[src/rtl/bcd_scan_display_if.sv]
// Display bus for bcd_scan_display: BCD frame input, load strobe and scanned segment/anode outputs.
interface bcd_scan_display_if #(
  parameter int NUM_DIGITS = 4
);
  logic [4*NUM_DIGITS-1:0]       bcd_in;
  logic                          load;
  logic [6:0]                    seg;
  logic [NUM_DIGITS-1:0]         an;
  logic [$clog2(NUM_DIGITS)-1:0] digit_idx;
  logic                          frame_done;

  modport master (output bcd_in, load, input seg, an, digit_idx, frame_done);
  modport slave  (input bcd_in, load, output seg, an, digit_idx, frame_done);
endinterface

[src/rtl/bcd_scan_display.sv]
// Time-multiplexed BCD 7-segment scanner with tear-free frame buffer and anti-ghost blanking.
// Optional: define LEADING_ZERO_BLANK_EN to suppress leading zeros (digit 0 always shown).
module bcd_seg_lane (
  input  logic [3:0] i_code,
  input  logic       i_blank,
  output logic [6:0] o_seg
);
  always_comb begin
    o_seg = '0;
    if (!i_blank) begin
      case (i_code)
        4'd0: o_seg = 7'b1111110;
        4'd1: o_seg = 7'b0110000;
        4'd2: o_seg = 7'b1101101;
        4'd3: o_seg = 7'b1111001;
        4'd4: o_seg = 7'b0110011;
        4'd5: o_seg = 7'b1011011;
        4'd6: o_seg = 7'b1011111;
        4'd7: o_seg = 7'b1110000;
        4'd8: o_seg = 7'b1111111;
        4'd9: o_seg = 7'b1111011;
        default: o_seg = '0;
      endcase
    end
  end
endmodule

module bcd_scan_display #(
  parameter int NUM_DIGITS  = 4,
  parameter int CLK_DIV     = 50000,
  parameter int BLANK_CYC   = 16,
  parameter bit SEG_ACT_LOW = 1'b0,
  parameter bit AN_ACT_LOW  = 1'b1
) (
  input logic clk,
  input logic rst,
  bcd_scan_display_if.slave disp
);
  localparam int IW = $clog2(NUM_DIGITS);
  localparam int CW = $clog2(CLK_DIV);

  logic [CW-1:0]                 r_cnt;
  logic [IW-1:0]                 r_idx;
  logic [4*NUM_DIGITS-1:0]       r_pend;
  logic [4*NUM_DIGITS-1:0]       r_disp;
  logic [6:0]                    r_seg;
  logic [NUM_DIGITS-1:0]         r_an;

  logic                          w_slot_end;
  logic                          w_wrap;
  logic [NUM_DIGITS-1:0]         w_blank;
  logic [NUM_DIGITS-1:0][6:0]    w_lane_seg;
  logic [NUM_DIGITS-1:0]         w_an_sel;

  assign w_slot_end = (r_cnt == CW'(CLK_DIV - 1));
  assign w_wrap     = w_slot_end && (r_idx == IW'(NUM_DIGITS - 1));

  genvar k;
  generate
    for (k = 0; k < NUM_DIGITS; k++) begin : g_lane
`ifdef LEADING_ZERO_BLANK_EN
      // A digit is a leading zero when it and everything to its left is zero.
      if (k == 0) begin : g_lsd
        assign w_blank[k] = 1'b0;
      end else begin : g_upper
        assign w_blank[k] = (r_disp[4*NUM_DIGITS-1:4*k] == '0);
      end
`else
      assign w_blank[k] = 1'b0;
`endif
      bcd_seg_lane u_lane (
        .i_code (r_disp[4*k +: 4]),
        .i_blank(w_blank[k]),
        .o_seg  (w_lane_seg[k])
      );
    end
  endgenerate

  // Anodes stay off for the first BLANK_CYC cycles of a slot to hide segment transitions.
  assign w_an_sel = (r_cnt >= CW'(BLANK_CYC)) ? (NUM_DIGITS'(1) << r_idx) : '0;

  always_ff @(posedge clk) begin
    if (rst) begin
      r_cnt  <= '0;
      r_idx  <= '0;
      r_pend <= '0;
      r_disp <= '0;
      r_seg  <= SEG_ACT_LOW ? '1 : '0;
      r_an   <= AN_ACT_LOW  ? '1 : '0;
    end else begin
      r_cnt <= w_slot_end ? '0 : r_cnt + CW'(1);
      if (w_slot_end)
        r_idx <= (r_idx == IW'(NUM_DIGITS - 1)) ? '0 : r_idx + IW'(1);
      if (disp.load)
        r_pend <= disp.bcd_in;
      if (w_wrap)
        r_disp <= disp.load ? disp.bcd_in : r_pend;
      r_seg <= SEG_ACT_LOW ? ~w_lane_seg[r_idx] : w_lane_seg[r_idx];
      r_an  <= AN_ACT_LOW  ? ~w_an_sel         : w_an_sel;
    end
  end

  assign disp.seg        = r_seg;
  assign disp.an         = r_an;
  assign disp.digit_idx  = r_idx;
  assign disp.frame_done = w_wrap;
endmodule

[src/flat_wrapper.sv]
// flat-port wrapper written by rule: the top's interface ports become plain ports
module bcd_scan_display_flat 
#(
  parameter int NUM_DIGITS  = 4,
  parameter int CLK_DIV     = 50000,
  parameter int BLANK_CYC   = 16,
  parameter bit SEG_ACT_LOW = 1'b0,
  parameter bit AN_ACT_LOW  = 1'b1
)
  (clk, rst, disp_bcd_in, disp_load, disp_seg, disp_an, disp_digit_idx, disp_frame_done);
  bcd_scan_display_if #(.NUM_DIGITS(NUM_DIGITS)) disp_i ();
  input logic clk;
  input logic rst;
  input wire logic [$bits(disp_i.bcd_in)-1:0] disp_bcd_in;
  input wire logic [$bits(disp_i.load)-1:0] disp_load;
  output wire logic [$bits(disp_i.seg)-1:0] disp_seg;
  output wire logic [$bits(disp_i.an)-1:0] disp_an;
  output wire logic [$bits(disp_i.digit_idx)-1:0] disp_digit_idx;
  output wire logic [$bits(disp_i.frame_done)-1:0] disp_frame_done;
  assign disp_i.bcd_in = disp_bcd_in;
  assign disp_i.load = disp_load;
  assign disp_seg = disp_i.seg;
  assign disp_an = disp_i.an;
  assign disp_digit_idx = disp_i.digit_idx;
  assign disp_frame_done = disp_i.frame_done;
  bcd_scan_display #(.NUM_DIGITS(NUM_DIGITS), .CLK_DIV(CLK_DIV), .BLANK_CYC(BLANK_CYC), .SEG_ACT_LOW(SEG_ACT_LOW), .AN_ACT_LOW(AN_ACT_LOW)) u_core (.clk(clk), .rst(rst), .disp(disp_i));
endmodule
[config.mk]
export PLATFORM = sky130hd
export DESIGN_NAME = bcd_scan_display_flat
export DESIGN_NICKNAME = d
export VERILOG_FILES = /design/src/rtl/bcd_scan_display_if.sv /design/src/rtl/bcd_scan_display.sv /design/src/flat_wrapper.sv
export SDC_FILE = /design/constraint.sdc
export NUM_CORES = 1
export LEC_CHECK = 0
export CAP_MARGIN = 5
export CORE_ASPECT_RATIO = 0.9
export CORE_MARGIN = 1
export CORE_UTILIZATION = 35
export CTS_CLUSTER_DIAMETER = 30
export DETAILED_ROUTE_END_ITERATION = 7
export DONT_BUFFER_PORTS = 1
export PLACE_DENSITY = 0.58
export SLEW_MARGIN = 20
export SYNTH_ARGS = -nofsm -noshare
export SYNTH_HDL_FRONTEND = slang
export SYNTH_HIERARCHICAL = 1
export SYNTH_SLANG_ARGS = --single-unit
[constraint.sdc]
create_clock -name clk -period 3.6 [get_ports clk]
set_clock_uncertainty 0.2 [all_clocks]
set_input_delay 0.72 -clock clk [delete_from_list [all_inputs] [get_ports clk]]
set_output_delay 0.72 -clock clk [all_outputs]
set_load 0.02 [all_outputs]
==> tab_implementation.tex <==
\begin{tabular}{lr}
\hline
Metric & Value \\
\hline
\multicolumn{2}{l}{\textbf{Outcome}} \\
\quad Result of the run & completed \\
\multicolumn{2}{l}{\textbf{STA}} \\
\quad Rel. slew slack & 51.6\% \\
\quad Number of pins exceeding their max-slew limit in the final report & 0 \\
\quad Final hold vios & 0 \\
\quad Unrepaired setup endpoints after global routing & false \\
\quad Period minus WS final & 2950 ps \\
\quad Final TNS setup & 0 ps \\
\quad Tightest Pin Transition & 726 ps \\
\quad Final Setup Violations & 0 \\
\quad Max Freq & 338 MHz \\
\quad Ratio of final minimum period to clock period & 82.1\% \\
\multicolumn{2}{l}{\textbf{Setup path}} \\
\quad Endpoint of the worst-slack reg-to-reg timing path & u\_core/r\_disp[13]\$\_SDFFE\_PP0P\_ \\
\quad Startpoint of the lowest-slack register-to-register path & u\_core/r\_cnt[0]\$\_SDFF\_PP0\_ \\
\quad Max FO, Critical Path & 10 \\
\quad Crit Path Class & reg -> out \\
\quad Endpoint of the most critical setup path & disp\_frame\_done \\
\quad Worst Setup Start Kind & flop \\
\quad Capturing element type of the critical path & output port \\
\quad R2R setup slack & 970 ps \\
\quad Worst setup path start & u\_core/r\_cnt[0]\$\_SDFF\_PP0\_ \\
\quad Required time reported for the critical path endpoint & 2680 ps \\
\quad Worst endpoint data arrival time & 2030 ps \\
\quad Worst reg2reg path depth & 6 \\
\multicolumn{2}{l}{\textbf{Yosys}} \\
\quad Number of storage elements in the synthesis netlist & 61 \\
\quad Cell area after technology mapping & 3530 µm² \\
\quad Post-synthesis cell type count & 39 \\
\quad Synth Warn \# & 6 \\
\quad Gate count of the mapped netlist & 371 \\
\quad Number of enable-type register cells in the synthesized netlist & 0 \\
\quad Async SR Flop Fraction & 0\% \\
\quad Per-instance average area after synthesis & 9.52 µm² \\
\quad Most used flip-flop cell after synthesis & dfxtp\_1 \\
\quad Part of the Yosys area used for sequential elements & 34.6\% \\
\multicolumn{2}{l}{\textbf{Route}} \\
\quad Number of vias after detailed routing & 2408 \\
\quad Routed met2 length & 2840 µm \\
\quad ANT nets after route & 0 \\
\quad Routed metal-1 wirelength & 3270 µm \\
\quad Post-route DRC violation count & 0 \\
\quad Met3 layer wire length in the routed design & 286 µm \\
\quad Highest metal layer with signal wires & met4 \\
\quad Pre-Repair DR Iteration Count & 5 \\
\quad Routed length per placed instance & 12.3 µm \\
\quad Violation count after the first detailed-route iteration & 77 \\
\quad Aggregate routed wire length & 6500 µm \\
\quad Vias per cell & 4.55 \\
\multicolumn{2}{l}{\textbf{Global route}} \\
\quad Via count of the first global-routing pass & 2355 \\
\quad Wire length of the first global-routing pass & 11300 µm \\
\quad Antenna violations before repair & 0 \\
\quad All-Layer GR Usage & 13.9\% \\
\quad Sum of overflow across all layers after global routing & 0 \\
\quad Largest net degree at the start of global routing & 46 \\
\multicolumn{2}{l}{\textbf{Floorplanning}} \\
\quad CORE AREA & 9740 µm² \\
\quad Full die area & 10500 µm² \\
\quad Die boundary width & 108 µm \\
\quad IO Count & 33 \\
\quad Initial Util & 36.3\% \\
\quad Number of rows created at floorplan & 34 \\
\quad Die outline height & 97.3 µm \\
\multicolumn{2}{l}{\textbf{Min path}} \\
\quad Hold Path Class & in -> reg \\
\quad Cell depth of the worst min-delay path & 1 \\
\multicolumn{2}{l}{\textbf{Cells and area}} \\
\quad Post-layout util & 40.3\% \\
\quad Top library cells by usage in the layout, fill and taps aside & dfxtp\_1, nor2\_1, conb\_1 \\
\quad Number of nets in the finished design & 443 \\
\quad Synthesis-to-finish area growth & 11.1\% \\
\quad Antenna diode count & 0 \\
\quad Fraction of layout cells with a size suffix above 1 & 11.9\% \\
\quad Commonest non-fill, non-tap cell in the layout & dfxtp\_1 \\
\multicolumn{2}{l}{\textbf{CTS}} \\
\quad CTS tree & built \\
\quad Later-pin clock latency in the skew report & 350 ps \\
\quad Sinks on Clock Net & 61 \\
\quad Quantity of gates resized following cts & 0 \\
\quad Inserted Clock Buffers & 9 \\
\quad Post CTS Setup Buffer Count & 0 \\
\quad Clock-pin slew on the worst setup and hold paths & 70 ps \\
\quad Clock tree root buffer cell & clkbuf\_8 \\
\quad Htree depth & 3 \\
\quad Number of buffers added to fix hold violations after cts & 0 \\
\quad Number of buffers between clock root and the deepest sink & 2 \\
\multicolumn{2}{l}{\textbf{Place}} \\
\quad Placed wire-length estimate & 4830 µm \\
\quad Final GP Congestion & 0.790 \\
\quad Number of buffer cells added on primary ports & 0 \\
\multicolumn{2}{l}{\textbf{Run}} \\
\quad Max-cap violations & 0 \\
\multicolumn{2}{l}{\textbf{Power and ir drop}} \\
\quad Leakage & 0.00153 µW \\
\quad Peak supply drop & 0.138 mV \\
\quad Power Density & 368 nW/µm² \\
\hline
\end{tabular}
[synthesized netlist by cell type, types with 6 or more instances]
| master | count | area (µm²) |
|---|---|---|
| mux2_4 | 9 | 135 |
| mux4_2 | 7 | 158 |
| clkbuf_1 | 6 | 22.5 |
| nand3_1 | 6 | 30.0 |
| nor2_1 | 47 | 176 |
| ha_1 | 26 | 325 |
| or2_1 | 8 | 50.1 |
| nand2_1 | 10 | 37.5 |
| o22ai_1 | 12 | 75.1 |
| nor3_1 | 6 | 30.0 |
| xnor2_1 | 15 | 131 |
| nor2b_1 | 31 | 194 |
| mux2i_1 | 20 | 200 |
| inv_1 | 16 | 60.1 |
| dfxtp_1 | 61 | 1220 |
| a21oi_1 | 10 | 50.1 |
| buf_2 | 6 | 30.0 |
| nand2b_1 | 16 | 100 |
[state kept, by name, indices dropped and copies added, names as in the netlist]
signal,count
u_core/r_cnt,16
u_core/r_disp,16
u_core/r_pend,16
u_core/disp.seg,7
u_core/disp.an,4
u_core/disp.digit_idx,2
[report_power, final]
part	internal, µW	switching, µW	leakage [µW]
sequential	692	12.2	0.000497
combinational	28.1	28.7	0.000921
clock	393	291	0.000110
total	1110	331	0.00153
[cell families after synthesis]
family / count (synthesis) / share of synthesized area [%]
buffers and inverters: 34 / 5.35
AND/OR/NAND/NOR: 150 / 23.7
adder cells (fa/ha/maj): 26 / 9.21
multiplexers: 43 / 16.2
XOR/XNOR: 17 / 4.22
AO/OA/AOI/OAI: 39 / 6.70
other: 1 / 0.106
flip-flops: 61 / 34.6
[cell type report]
class                      count  area, µm²
timing repair buffer           3       22.5
clock buffer                   9        124
tap                          126        158
clock inverter                 7       98.8
inverter                      16       60.1
multi-input combinational    307       2240
fill                         958       5820
sequential                    61       1220
[critical path, stage by stage (launching register included)]
cell,delay (ps)
dfxtp_1,410
ha_1,240
nand3_2,140
nor3_4,230
and3_1,660
[worst min-delay path by stage]
stage | end | from
after global routing | u_core/disp.seg[2]$_SDFF_PP0_ | rst
after detailed placement | u_core/r_cnt[0]$_SDFF_PP0_ | u_core/r_cnt[0]$_SDFF_PP0_
final | u_core/disp.digit_idx[1]$_SDFFE_PP0N_ | rst
after floorplan | u_core/r_cnt[0]$_SDFF_PP0_ | u_core/r_cnt[0]$_SDFF_PP0_
after global placement | u_core/r_cnt[0]$_SDFF_PP0_ | u_core/r_cnt[0]$_SDFF_PP0_
after CTS | u_core/disp.seg[5]$_SDFF_PP0_ | rst
[stage by stage]
| stage | hold WS, ps | setup WS (ps) | instance area, µm² | std cells | power (µW) |
|---|---|---|---|---|---|
| floorplan | 253 | 1280 | 3650 | 402 | 775 |
| global placement | 271 | 968 | 3700 | 513 | 774 |
| detailed placement | 286 | 914 | 3700 | 513 | 776 |
| CTS | 222 | 571 | 3920 | 529 | 1470 |
| global route | 216 | 438 | 3920 | 529 | 1510 |
| finish | 242 | 645 | 3920 | 529 | 1440 |
[per-layer routing]
| layer | vias to the layer above | GRT usage [%] |
|---|---|---|
| met5 | - | 0 |
| met4 | 0 | 5.37 |
| met3 | 10 | 4.49 |
| met2 | 38 | 21.4 |
| met1 | 1090 | 18.1 |
| li1 | 1270 | - |
Power figures use the tool's default switching activity.
